`config.mk`:
```
export PLATFORM = sky130hd
export DESIGN_NAME = mem_fill_ctrl
export DESIGN_NICKNAME = d
export VERILOG_FILES = /design/src/rtl/mem_fill_ctrl.sv
export SDC_FILE = /design/constraint.sdc
export NUM_CORES = 1
export LEC_CHECK = 0
export CAP_MARGIN = 20
export CORE_MARGIN = 2
export CORE_UTILIZATION = 44
export DETAILED_ROUTE_END_ITERATION = 16
export PLACE_DENSITY_LB_ADDON = 0.1
export SYNTH_ARGS = -nofsm -noshare
export SYNTH_HDL_FRONTEND = slang
export SYNTH_SLANG_ARGS = --single-unit
```
`constraint.sdc`:
```
create_clock -name clk -period 2.55 [get_ports clk]
set_input_delay 0.51 -clock clk [delete_from_list [all_inputs] [get_ports clk]]
set_output_delay 0.51 -clock clk [all_outputs]
set_load 0.02 [all_outputs]
```
`src/rtl/mem_fill_ctrl.sv`:
```
// Memory-side initiator for the cache: block fills on a miss and single-word write-through stores.
// Optional macro MEM_FILL_CRIT_WORD_FIRST_EN: a fill starts at the missing word and wraps around the block.
module mem_fill_ctrl #(
    parameter int ADDR_WIDTH      = 16,
    parameter int WORDS_PER_BLOCK = 8,
    parameter int MEM_LAT         = 0
) (
    input  logic                                clk,
    input  logic                                rst_n,
    input  logic                                miss_req,
    input  logic [ADDR_WIDTH-1:0]               miss_addr,
    input  logic                                wr_req,
    input  logic [ADDR_WIDTH-1:0]               wr_addr,
    input  logic [15:0]                         wr_data,
    output logic                                busy,
    output logic                                done,
    output logic                                mem_en,
    output logic                                mem_wr,
    output logic [ADDR_WIDTH-1:0]               mem_addr,
    output logic [15:0]                         mem_wdata,
    input  logic [15:0]                         mem_rdata,
    output logic                                cache_we,
    output logic [$clog2(WORDS_PER_BLOCK)-1:0]  cache_word,
    output logic [15:0]                         cache_wdata,
    output logic                                tag_we
);

    localparam int OFF = $clog2(WORDS_PER_BLOCK);
    localparam int WW  = (MEM_LAT > 0) ? $clog2(MEM_LAT + 1) : 1;

    localparam logic [1:0] S_IDLE = 2'd0;
    localparam logic [1:0] S_WR   = 2'd1;
    localparam logic [1:0] S_RD   = 2'd2;
    localparam logic [1:0] S_FIN  = 2'd3;

    logic [1:0]                   state_reg,     state_next;
    logic [OFF-1:0]               word_idx_reg,  word_idx_next;
    logic [OFF-1:0]               fill_cnt_reg,  fill_cnt_next;
    logic [WW-1:0]                wait_cnt_reg,  wait_cnt_next;
    logic                         is_fill_reg,   is_fill_next;
    logic [ADDR_WIDTH-OFF-2:0]    blk_addr_reg,  blk_addr_next;
    logic [ADDR_WIDTH-2:0]        wr_addr_reg,   wr_addr_next;
    logic [15:0]                  wr_data_reg,   wr_data_next;

    logic [OFF-1:0] start_idx;
    logic           wait_last;
    logic           fill_last;

    // Word offset bits of miss_addr only matter when the fill starts at the critical word.
`ifdef MEM_FILL_CRIT_WORD_FIRST_EN
    assign start_idx = miss_addr[OFF:1];
    logic unused_addr_bits;
    assign unused_addr_bits = ^{miss_addr[0], wr_addr[0]};
`else
    assign start_idx = '0;
    logic unused_addr_bits;
    assign unused_addr_bits = ^{miss_addr[OFF:0], wr_addr[0]};
`endif

    assign wait_last = (wait_cnt_reg == WW'(MEM_LAT));
    assign fill_last = (fill_cnt_reg == OFF'(WORDS_PER_BLOCK - 1));

    always_comb begin
        state_next    = state_reg;
        word_idx_next = word_idx_reg;
        fill_cnt_next = fill_cnt_reg;
        wait_cnt_next = wait_cnt_reg;
        is_fill_next  = is_fill_reg;
        blk_addr_next = blk_addr_reg;
        wr_addr_next  = wr_addr_reg;
        wr_data_next  = wr_data_reg;
        case (state_reg)
            S_IDLE: begin
                // Store wins a tie so a following fill observes the stored word.
                if (wr_req) begin
                    state_next    = S_WR;
                    wait_cnt_next = '0;
                    is_fill_next  = 1'b0;
                    wr_addr_next  = wr_addr[ADDR_WIDTH-1:1];
                    wr_data_next  = wr_data;
                end else if (miss_req) begin
                    state_next    = S_RD;
                    wait_cnt_next = '0;
                    word_idx_next = start_idx;
                    fill_cnt_next = '0;
                    is_fill_next  = 1'b1;
                    blk_addr_next = miss_addr[ADDR_WIDTH-1:OFF+1];
                end
            end
            S_WR: begin
                if (wait_last) begin
                    state_next    = S_FIN;
                    wait_cnt_next = '0;
                end else begin
                    wait_cnt_next = wait_cnt_reg + 1'b1;
                end
            end
            S_RD: begin
                if (wait_last) begin
                    wait_cnt_next = '0;
                    if (fill_last) begin
                        state_next = S_FIN;
                    end else begin
                        word_idx_next = word_idx_reg + 1'b1;
                        fill_cnt_next = fill_cnt_reg + 1'b1;
                    end
                end else begin
                    wait_cnt_next = wait_cnt_reg + 1'b1;
                end
            end
            default: begin
                state_next = S_IDLE;
            end
        endcase
    end

    always_ff @(posedge clk or negedge rst_n) begin
        if (!rst_n) begin
            state_reg    <= S_IDLE;
            word_idx_reg <= '0;
            fill_cnt_reg <= '0;
            wait_cnt_reg <= '0;
            is_fill_reg  <= 1'b0;
            blk_addr_reg <= '0;
            wr_addr_reg  <= '0;
            wr_data_reg  <= '0;
        end else begin
            state_reg    <= state_next;
            word_idx_reg <= word_idx_next;
            fill_cnt_reg <= fill_cnt_next;
            wait_cnt_reg <= wait_cnt_next;
            is_fill_reg  <= is_fill_next;
            blk_addr_reg <= blk_addr_next;
            wr_addr_reg  <= wr_addr_next;
            wr_data_reg  <= wr_data_next;
        end
    end

    assign busy        = (state_reg != S_IDLE);
    assign done        = (state_reg == S_FIN);
    assign tag_we      = (state_reg == S_FIN) && is_fill_reg;
    assign mem_en      = (state_reg == S_WR) || (state_reg == S_RD);
    assign mem_wr      = (state_reg == S_WR);
    assign mem_wdata   = (state_reg == S_WR) ? wr_data_reg : 16'h0000;
    assign cache_we    = (state_reg == S_RD) && wait_last;
    assign cache_word  = word_idx_reg;
    assign cache_wdata = mem_rdata;

    always_comb begin
        mem_addr = '0;
        if (state_reg == S_WR) begin
            mem_addr = {wr_addr_reg, 1'b0};
        end else if (state_reg == S_RD) begin
            mem_addr = {blk_addr_reg, word_idx_reg, 1'b0};
        end
    end

endmodule

```
After elaboration in Yosys (flattened, before gate mapping)
Index checks and enable logic that the tools add are counted.
- register bits: 53
- word-level logic and storage cells: 62
- add/sub/neg operators: 3
- equality and inequality tests: 11
- mux-type cells: 23
- bitwise logic cells: 2
- reductions and logical operators: 15
- operator list (kind ; count):
    16-bit 2-to-1 mux ; 3
    3-bit 2-to-1 mux ; 6
    2-bit != test, second input constant ; 6
    3-bit one-hot mux with 2 select lines ; 2
    2-bit 2-to-1 mux ; 5
    2-bit nonzero test ; 4
    3-bit by 1-bit adder with 3-bit output, second input constant ; 2
    2-bit one-hot mux with 3 select lines ; 1
    2-bit AND reduction ; 3
    1-bit 2-to-1 mux ; 5
    5-bit AND reduction ; 1
    2-bit equality test, second input constant ; 2
    4-bit AND reduction ; 1
    3-bit equality test, second input constant ; 1
    3-bit != test, second input constant ; 1
    3-bit AND reduction ; 1
    2-bit by 1-bit equality test with 1-bit output, second input constant ; 1
    1-bit logical AND ; 2
    2-bit zero test ; 1
    1-bit inverter ; 2
    1-bit one-hot mux with 2 select lines ; 1
    2-bit OR reduction ; 1
    1-bit adder, second input constant ; 1
    1-bit logical OR ; 1

Longest topological paths before layout
Gate-level depths: netlist of the first run.
- depth after elaboration: 4
- gate-level depth with buffers: 6
- gate-level depth less buffers: 5

Worst setup path after synthesis of the first run
OpenSTA, ideal clock, no wires.
- path kind: reg2out
- from: register state_reg[0]
- to: output port mem_addr[10]
- arrival time: 1609 ps
- required time: 2040 ps
- slack: 431 ps
- stages on the path, launching flop included: 7
- cell sequence: dfrtp_1 > inv_1 > ha_1 > buf_2 > and2b_1 > buf_4 > a22o_1
- word-level cells in the longest chain between the ends: 3
- elaborated cells between the ends (all ways): 4
- RTL lines (what ; RTL line ; text):
    from (decl) ; 36 ; logic [1:0] state_reg, state_next;
    from (signal assigned) ; 128 ; state_reg <= state_next;
    2-bit equality test ; 153 ; end else if (state_reg == S_RD) begin
    16-bit 2-to-1 mux ; 153 ;
    16-bit 2-to-1 mux (*) ; 151 ; if (state_reg == S_WR) begin
    to (decl) ; 19 ; output logic [ADDR_WIDTH-1:0] mem_addr,
Every way passes the cells marked *; elsewhere a longest branch is shown, timed or not.

Worst setup path in the final report of the first run
- from: register state_reg[1]
- to: output port mem_addr[15]
Same word-level chain as after synthesis.

==> results of run 1 <==
## how the worst max path moves through the flow
stage | start | to | slack, ns | cells past startpoint
2_1_floorplan | state_reg[0]$_DFFE_PN0P_ | mem_addr[10] | 0.43 | 6
3_3_place_gp | state_reg[0]$_DFFE_PN0P_ | mem_addr[5] | 0.20 | 5
3_5_place_dp | state_reg[0]$_DFFE_PN0P_ | mem_addr[5] | 0.19 | 6
4_1_cts | state_reg[1]$_DFFE_PN0P_ | mem_addr[3] | -0.02 | 5
5_1_grt | state_reg[1]$_DFFE_PN0P_ | mem_addr[11] | 0.01 | 6
6_report | state_reg[1]$_DFFE_PN0P_ | mem_addr[15] | 0.12 | 6
## final cells by class
type	instances	area, um2	share of cell area, %
clock buffers	6	82.6	2.31
clock inverters	2	10.0	0.279
repair buffers	94	982	27.4
multi-input cells	119	1080	30.1
inverters	9	33.8	0.943
well taps	75	93.8	2.62
flip-flops and latches	52	1300	36.4
## stage by stage
step                total power, mW  instances  util (%)  setup TNS, ns  hold slack, ns
finish                         4.21        357      61.6              0           0.322
global route                   4.51        357      61.6              0           0.372
CTS                            4.27        357      60.6        -0.0383           0.344
detailed placement             3.87        349      59.2              0           0.485
global placement               3.82        349      59.2              0           0.478
floorplan                      2.96        206         -              0           0.214
## cell families after synthesis
kind of cell / share of synthesized area (%)
AOI/OAI and AO/OA: 6.49
adders and majority gates: 4.33
buffers and inverters: 8.70
DFF: 50.0
muxes: 21.5
other: 0.144
and+or+nand+nor: 8.85
## per-layer routing
metal,wire [um],GRT usage [%]
met1,2280,20.9
met2,2540,28.3
met3,450,4.56
met4,169,8.47
met5,0,0
## repair_timing
item | 4_1_cts | 5_1_grt
hold buffers | 0 | 0
setup endpoints to repair | 31 | 19
setup buffers | 0 | 0
endpoints found under the hold margin | 0 | 0
resized for setup | 14 | 22
## cells in the final DEF, fill, tap and decap left out, drive strengths merged, types with 2 or more instances in the layout
cell type      netlist  layout
a21oi                4       4
a22o                13      13
and2                17      17
buf                 23       9
clkbuf               3       6
clkdlybuf4s50        0      54
clkinv               0       2
dfrtp               52      52
dlygate4sd2          0      13
dlymetal6s2s         0      18
ha                   9       9
inv                  9       9
mux2                47      47
mux2i                3       3
nand2               10      10
nand2b               2       2
nor2b                2       2
o21ai                2       2
## report_power, final
group	total [mW]	leakage, nW	switching (mW)	internal [mW]
Combinational	2.29	1.20	1.08	1.21
Sequential	1.44	0.625	0.204	1.23
Clock	0.477	0.0510	0.260	0.217
## worst register-to-register path: stages, from the launching register on
cell and delay (ns):
dfrtp_2 0.42, inv_1 0.09, ha_1 0.21, buf_4 0.18
or2_1 0.28, nand4_4 0.15, mux2_2 0.35
==> key figures, run 1 <==
Detailed routing
  • Initial drt markers: 60
  • Antenna viol nets, final: 0
  • Drt drc: 0
  • Wirelength per Cell: 15.3 um
  • DR vias: 1,777
  • Routed WL: 5450 um
  • Drt via density: 4.98
  • Drt pass-1 iters: 4

Worst setup path
  • WP data required: 2.04 ns
  • Buf/Inv on CP: 3
  • Critical path class: reg -> out
  • Reg-to-reg critical path endpoint: fill_cnt_reg[0]$_DFFE_PN0P_
  • Crit path capture type: primary output
  • Slowest stage delay, CP: 0.41 ns
  • R2R Path Start: state_reg[0]$_DFFE_PN0P_
  • Reg2Reg Depth: 6
  • Peak fanout along the critical path: 11
  • Crit-path cells: inv_1, ha_2, and2b_1, buf_12, a22o_1, dlygate4sd2_1
  • Flop-to-flop setup slack: 0.77 ns
  • Slowest cell on crit path: dfrtp_1
  • Startpoint types: flip-flop
  • CP Data Arrival Time: 1.92 ns
  • Dominant delay contributor by cell family on the critical path: buffers and inverters

Yosys
  • Number of synthesized register bits: 52
  • Mapped Area: 0.00260 mm2
  • Mean Syn Cell Area: 12.6 um2
  • Synth Instances: 206
  • Post-synth top area share: 50.0%
  • Synth warn: 0
  • Top_reg_cell synth: dfrtp_1
  • Yosys top cell by area: dfrtp_1
  • Synth async-reset ratio: 100%
  • Post-synthesis sequential area ratio: 50.0%
  • Synth area leaders: dfrtp_1 50%, mux2_2 20%, buf_4 5.5%, a22o_1 4.4%, ha_1 4.3%
  • Top post-synthesis cells by count: 52 x dfrtp_1, 47 x mux2_2, 19 x buf_4
  • Number of flops mapped to enable cells by yosys: 0
  • Top-count cell post-synth: dfrtp_1
  • Synthesized Nets: 283
  • Synth unique cells: 27

STA
  • Final setup viols: 0
  • Slew HR: 56.9%
  • Worst-Margin Slew: 0.647 ns
  • FMAX: 412 MHz
  • Skew final: 0.00573 ns
  • Worst setup margin: 0.122 ns
  • RSZ-0062 raised after global routing: no
  • Final Max Tran Viols: 0
  • Final Hold Viols: 0
  • Final period util: 95.2%
  • Tmin final: 2.43 ns

Place
  • PortBufs: 86
  • Post-Place Setup Slack: 0.188 ns
  • Post-DP HPWL: 3830 um
  • GP Congestion: 0.743
  • Placed Area: 0.00344 mm2

Final layout
  • Fraction of layout cells with a size suffix above 1: 24.1%
  • Total Nets Final: 358
  • Syn-to-layout area delta: 37.6%
  • Diode count: 0
  • Filler Cells Inserted: 506
  • Max reg flops: 16
  • Post-route cell area: 0.00358 mm2

Pwr
  • Leak: 1.87 nW
  • Pwr/cell area: 1170 mW/mm2
  • Peak supply drop: 0.000543 V

GRT
  • Largest net degree at the start of global routing: 53
  • Gr usage total: 17.2%
  • First-pass GRT wire length: 8510 um
  • Initial antenna violation count: 0
  • Grt ovf: 0
  • Vias in the first global route: 1,820

Clock network
  • Clock Latency Late Sink: 0.30 ns
  • CTS buffer count: 5
  • Clk pin slew, worst setup/hold paths: 0.09 ns
  • CTS tree: built
  • Clock sinks: 52
  • CTS H-Tree Depth: 2
  • CTS max path bufs: 2
  • Clock Tree Root: clkbuf_8

Min path
  • Worst min path class: in -> async

Die
  • FP Rows: 28
  • Die width: 80.9 um
  • Die footprint: 0.00655 mm2
  • Initial Utilization: 44.8%
  • CORE AREA: 0.00582 mm2
  • I/O pin cnt: 125
  • Die height: 80.9 um

Job
  • Max_cap viols: 0

Outcome
  • Status: finished clean
Note: power is estimated with default switching activity, not from simulation.
==> inputs of run 2 (changes only) <==
Settings changed: CAP_MARGIN 20 to unset, SKIP_LAST_GASP set to 1.
==> results of run 2 <==
Final layout, timing and power as in run 1 (identical DEF).
==> inputs of run 3 (changes only) <==
Settings changed: CORE_UTILIZATION 44 to 41.
Clock period 2.55 ns to 2.73 ns, I/O delays scaled along.
==> key figures, run 3 (same netlist as run 1, synthesis figures left out) <==
Outcome
  • Status: finished clean

Final layout
  • Diode count: 0 (unchanged)
  • Syn-to-layout area delta: 34.9%
  • Filler Cells Inserted: 542 (+7.1%)
  • Multi-input logic area: 0.00107 mm2 (-0.23%)
  • Fraction of layout cells with a size suffix above 1: 23.1% (-0.98 points)
  • Max reg flops: 16 (unchanged)
  • Most common cell after layout, fill and taps aside: clkdlybuf4s50_1
  • Register area: 0.00130 mm2 (about the same)
  • Total Nets Final: 357 (-0.28%)
  • Commonest non-fill, non-tap cells in the layout: 72 x clkdlybuf4s50_1, 52 x dfrtp_1, 47 x mux2_2, 17 x and2_1, 13 x a22o_1

STA
  • Final Hold Viols: 0 (unchanged)
  • Tmin final: 2.61 ns
  • Setup_tns: 0 ns (unchanged)
  • Skew final: 0.00961 ns (+0.00388 ns)
  • Final setup viols: 0 (unchanged)
  • Final period util: 95.4%
  • Slew HR: 57.0% (+0.14 points)
  • Final Max Tran Viols: 0 (unchanged)
  • Worst-Margin Slew: 0.645 ns (-0.00213 ns)
  • FMAX: 384 MHz
  • RSZ-0062 raised after global routing: no
  • Hold slack: 0.349 ns (+0.0269 ns)

Worst setup path
  • Buf/Inv on CP: 3 (unchanged)
  • Slowest stage delay, CP: 0.60 ns (+0.19 ns)
  • WP data required: 2.18 ns (+0.14 ns)
  • Dominant delay contributor by cell family on the critical path: buffers and inverters
  • Crit-path cells: inv_1, ha_1, buf_8, a22o_1, clkdlybuf4s50_1
  • CP Data Arrival Time: 2.06 ns (+0.14 ns)
  • Peak fanout along the critical path: 34 (+23)
  • Reg-to-reg critical path endpoint: wr_data_reg[7]$_DFFE_PN0P_
  • Flop-to-flop setup slack: 0.78 ns (about the same)
  • Critical path class: reg -> out
  • R2R Path Start: state_reg[0]$_DFFE_PN0P_
  • Crit path capture type: primary output
  • Reg2Reg Depth: 5 (-1)
  • CP Launch Point: state_reg[1]$_DFFE_PN0P_
  • Startpoint types: flip-flop
  • Slowest cell on crit path: clkdlybuf4s50_1

Clock network
  • Clk pin slew, worst setup/hold paths: 0.09 ns (about the same)
  • CTS H-Tree Depth: 2 (unchanged)
  • Hold_buf cts: 0 (unchanged)
  • CTS buffer count: 5 (unchanged)
  • Clock Latency Late Sink: 0.31 ns (about the same)
  • Clock Tree Root: clkbuf_8
  • CTS tree: built
  • Clock sinks: 52 (unchanged)
  • CTS max path bufs: 2 (unchanged)

Die
  • Die width: 83.7 um (+3.4%)
  • I/O pin cnt: 125 (unchanged)
  • FP Rows: 29 (+3.6%)
  • Initial Utilization: 41.7% (-3.1 points)
  • Die footprint: 0.00700 mm2 (+7.0%)
  • Die height: 83.7 um (+3.4%)
  • CORE AREA: 0.00624 mm2 (+7.3%)

GRT
  • Grt ovf: 0 (unchanged)
  • Initial antenna violation count: 0 (unchanged)
  • Gr usage total: 15.4% (-1.8 points)
  • Largest net degree at the start of global routing: 53 (unchanged)
  • Vias in the first global route: 1,821 (+0.055%)
  • First-pass GRT wire length: 8650 um (+1.5%)

Min path
  • Worst min path class: in -> async

Place
  • GP Congestion: 0.742 (-0.12%)
  • Post-DP HPWL: 3820 um (-0.15%)
  • PortBufs: 86 (unchanged)

Detailed routing
  • Antenna viol nets, final: 0 (unchanged)
  • Wirelength per Cell: 15.1 um (-1.2%)
  • Drt via density: 4.92 (-1.2%)
  • Routed WL: 5400 um (-0.88%)
  • Drt pass-1 iters: 4 (unchanged)
  • Initial drt markers: 33 (-45%)
  • DR vias: 1,760 (-0.96%)
  • Drt drc: 0 (unchanged)

Pwr
  • Peak supply drop: 0.000688 V (+27%)
  • Pwr/cell area: 1120 mW/mm2 (-4.9%)
  • Leak: 1.59 nW (-15%)

Job
  • Max_cap viols: 0 (unchanged)
run 3: changes by cell type in the layout (fill, tap and decap cells not counted), sizes merged:
cell,delta
dlymetal6s2s,-16
clkdlybuf4s50,+18
buf,-1
inv,+1
clkinv,-1
dlygate4sd2,-2
run 3: worst max-delay path by stage:
| stage | endpoint | cells past startpoint |
|---|---|---|
| after floorplan | mem_addr[10] | 6 |
| final | mem_addr[3] | 5 |
| after CTS | mem_addr[12] | 6 |
| after global placement | mem_addr[6] | 6 |
| after detailed placement | mem_addr[9] | 6 |
| after global routing | mem_addr[2] | 5 |
run 3: timing repair:
action / 4_1_cts / 5_1_grt
gates resized for setup: 12 / 3
setup buffers: 0 / 0
endpoints found under the setup margin: 12 / 5
run 3: power by group:
| group | internal [mW] | total, mW | switching (mW) |
|---|---|---|---|
| logic | 1.11 | 2.10 | 0.990 |
| clock network | 0.208 | 0.464 | 0.256 |
| registers | 1.15 | 1.35 | 0.205 |
run 3: per-layer routing:
| layer | track usage (%) | vias to the layer above | part of all wire (%) |
|---|---|---|---|
| met2 | 25.2 | 81 | 46 |
| met4 | 4.11 | 0 | 1.1 |
| met5 | 0.758 | - | 0 |
| met1 | 19.3 | 833 | 45 |
| li1 | - | 837 | - |
| met3 | 5.74 | 9 | 8.3 |
run 3: area by class of cell:
cell class              count  area share [%]
clock buffers               6            2.35
multi-input cells         119            30.6
repair buffers             93            25.8
flip-flops and latches     52            37.1
inverters                   9           0.963
well taps                  77            2.75
clock inverters             2           0.392
run 3: worst register-to-register path: stages (launching register included):
cell and delay [ns]:
dfrtp_1 0.43, inv_1 0.10, ha_1 0.26, nand2_2 0.43, buf_4 0.29, mux2_2 0.35
run 3: metrics by stage:
stage / util, % / power (mW) / std cells / setup slack, ns / area, um2
global placement: 54.7 / 3.52 / 350 / 0.318 / 3410
floorplan: - / 2.77 / 206 / 0.575 / 2600
finish: 56.2 / 3.92 / 358 / 0.124 / 3510
global route: 56.2 / 4.20 / 358 / 0.00420 / 3510
CTS: 56.1 / 3.97 / 358 / 0.0629 / 3500
detailed placement: 54.7 / 3.57 / 350 / 0.297 / 3410
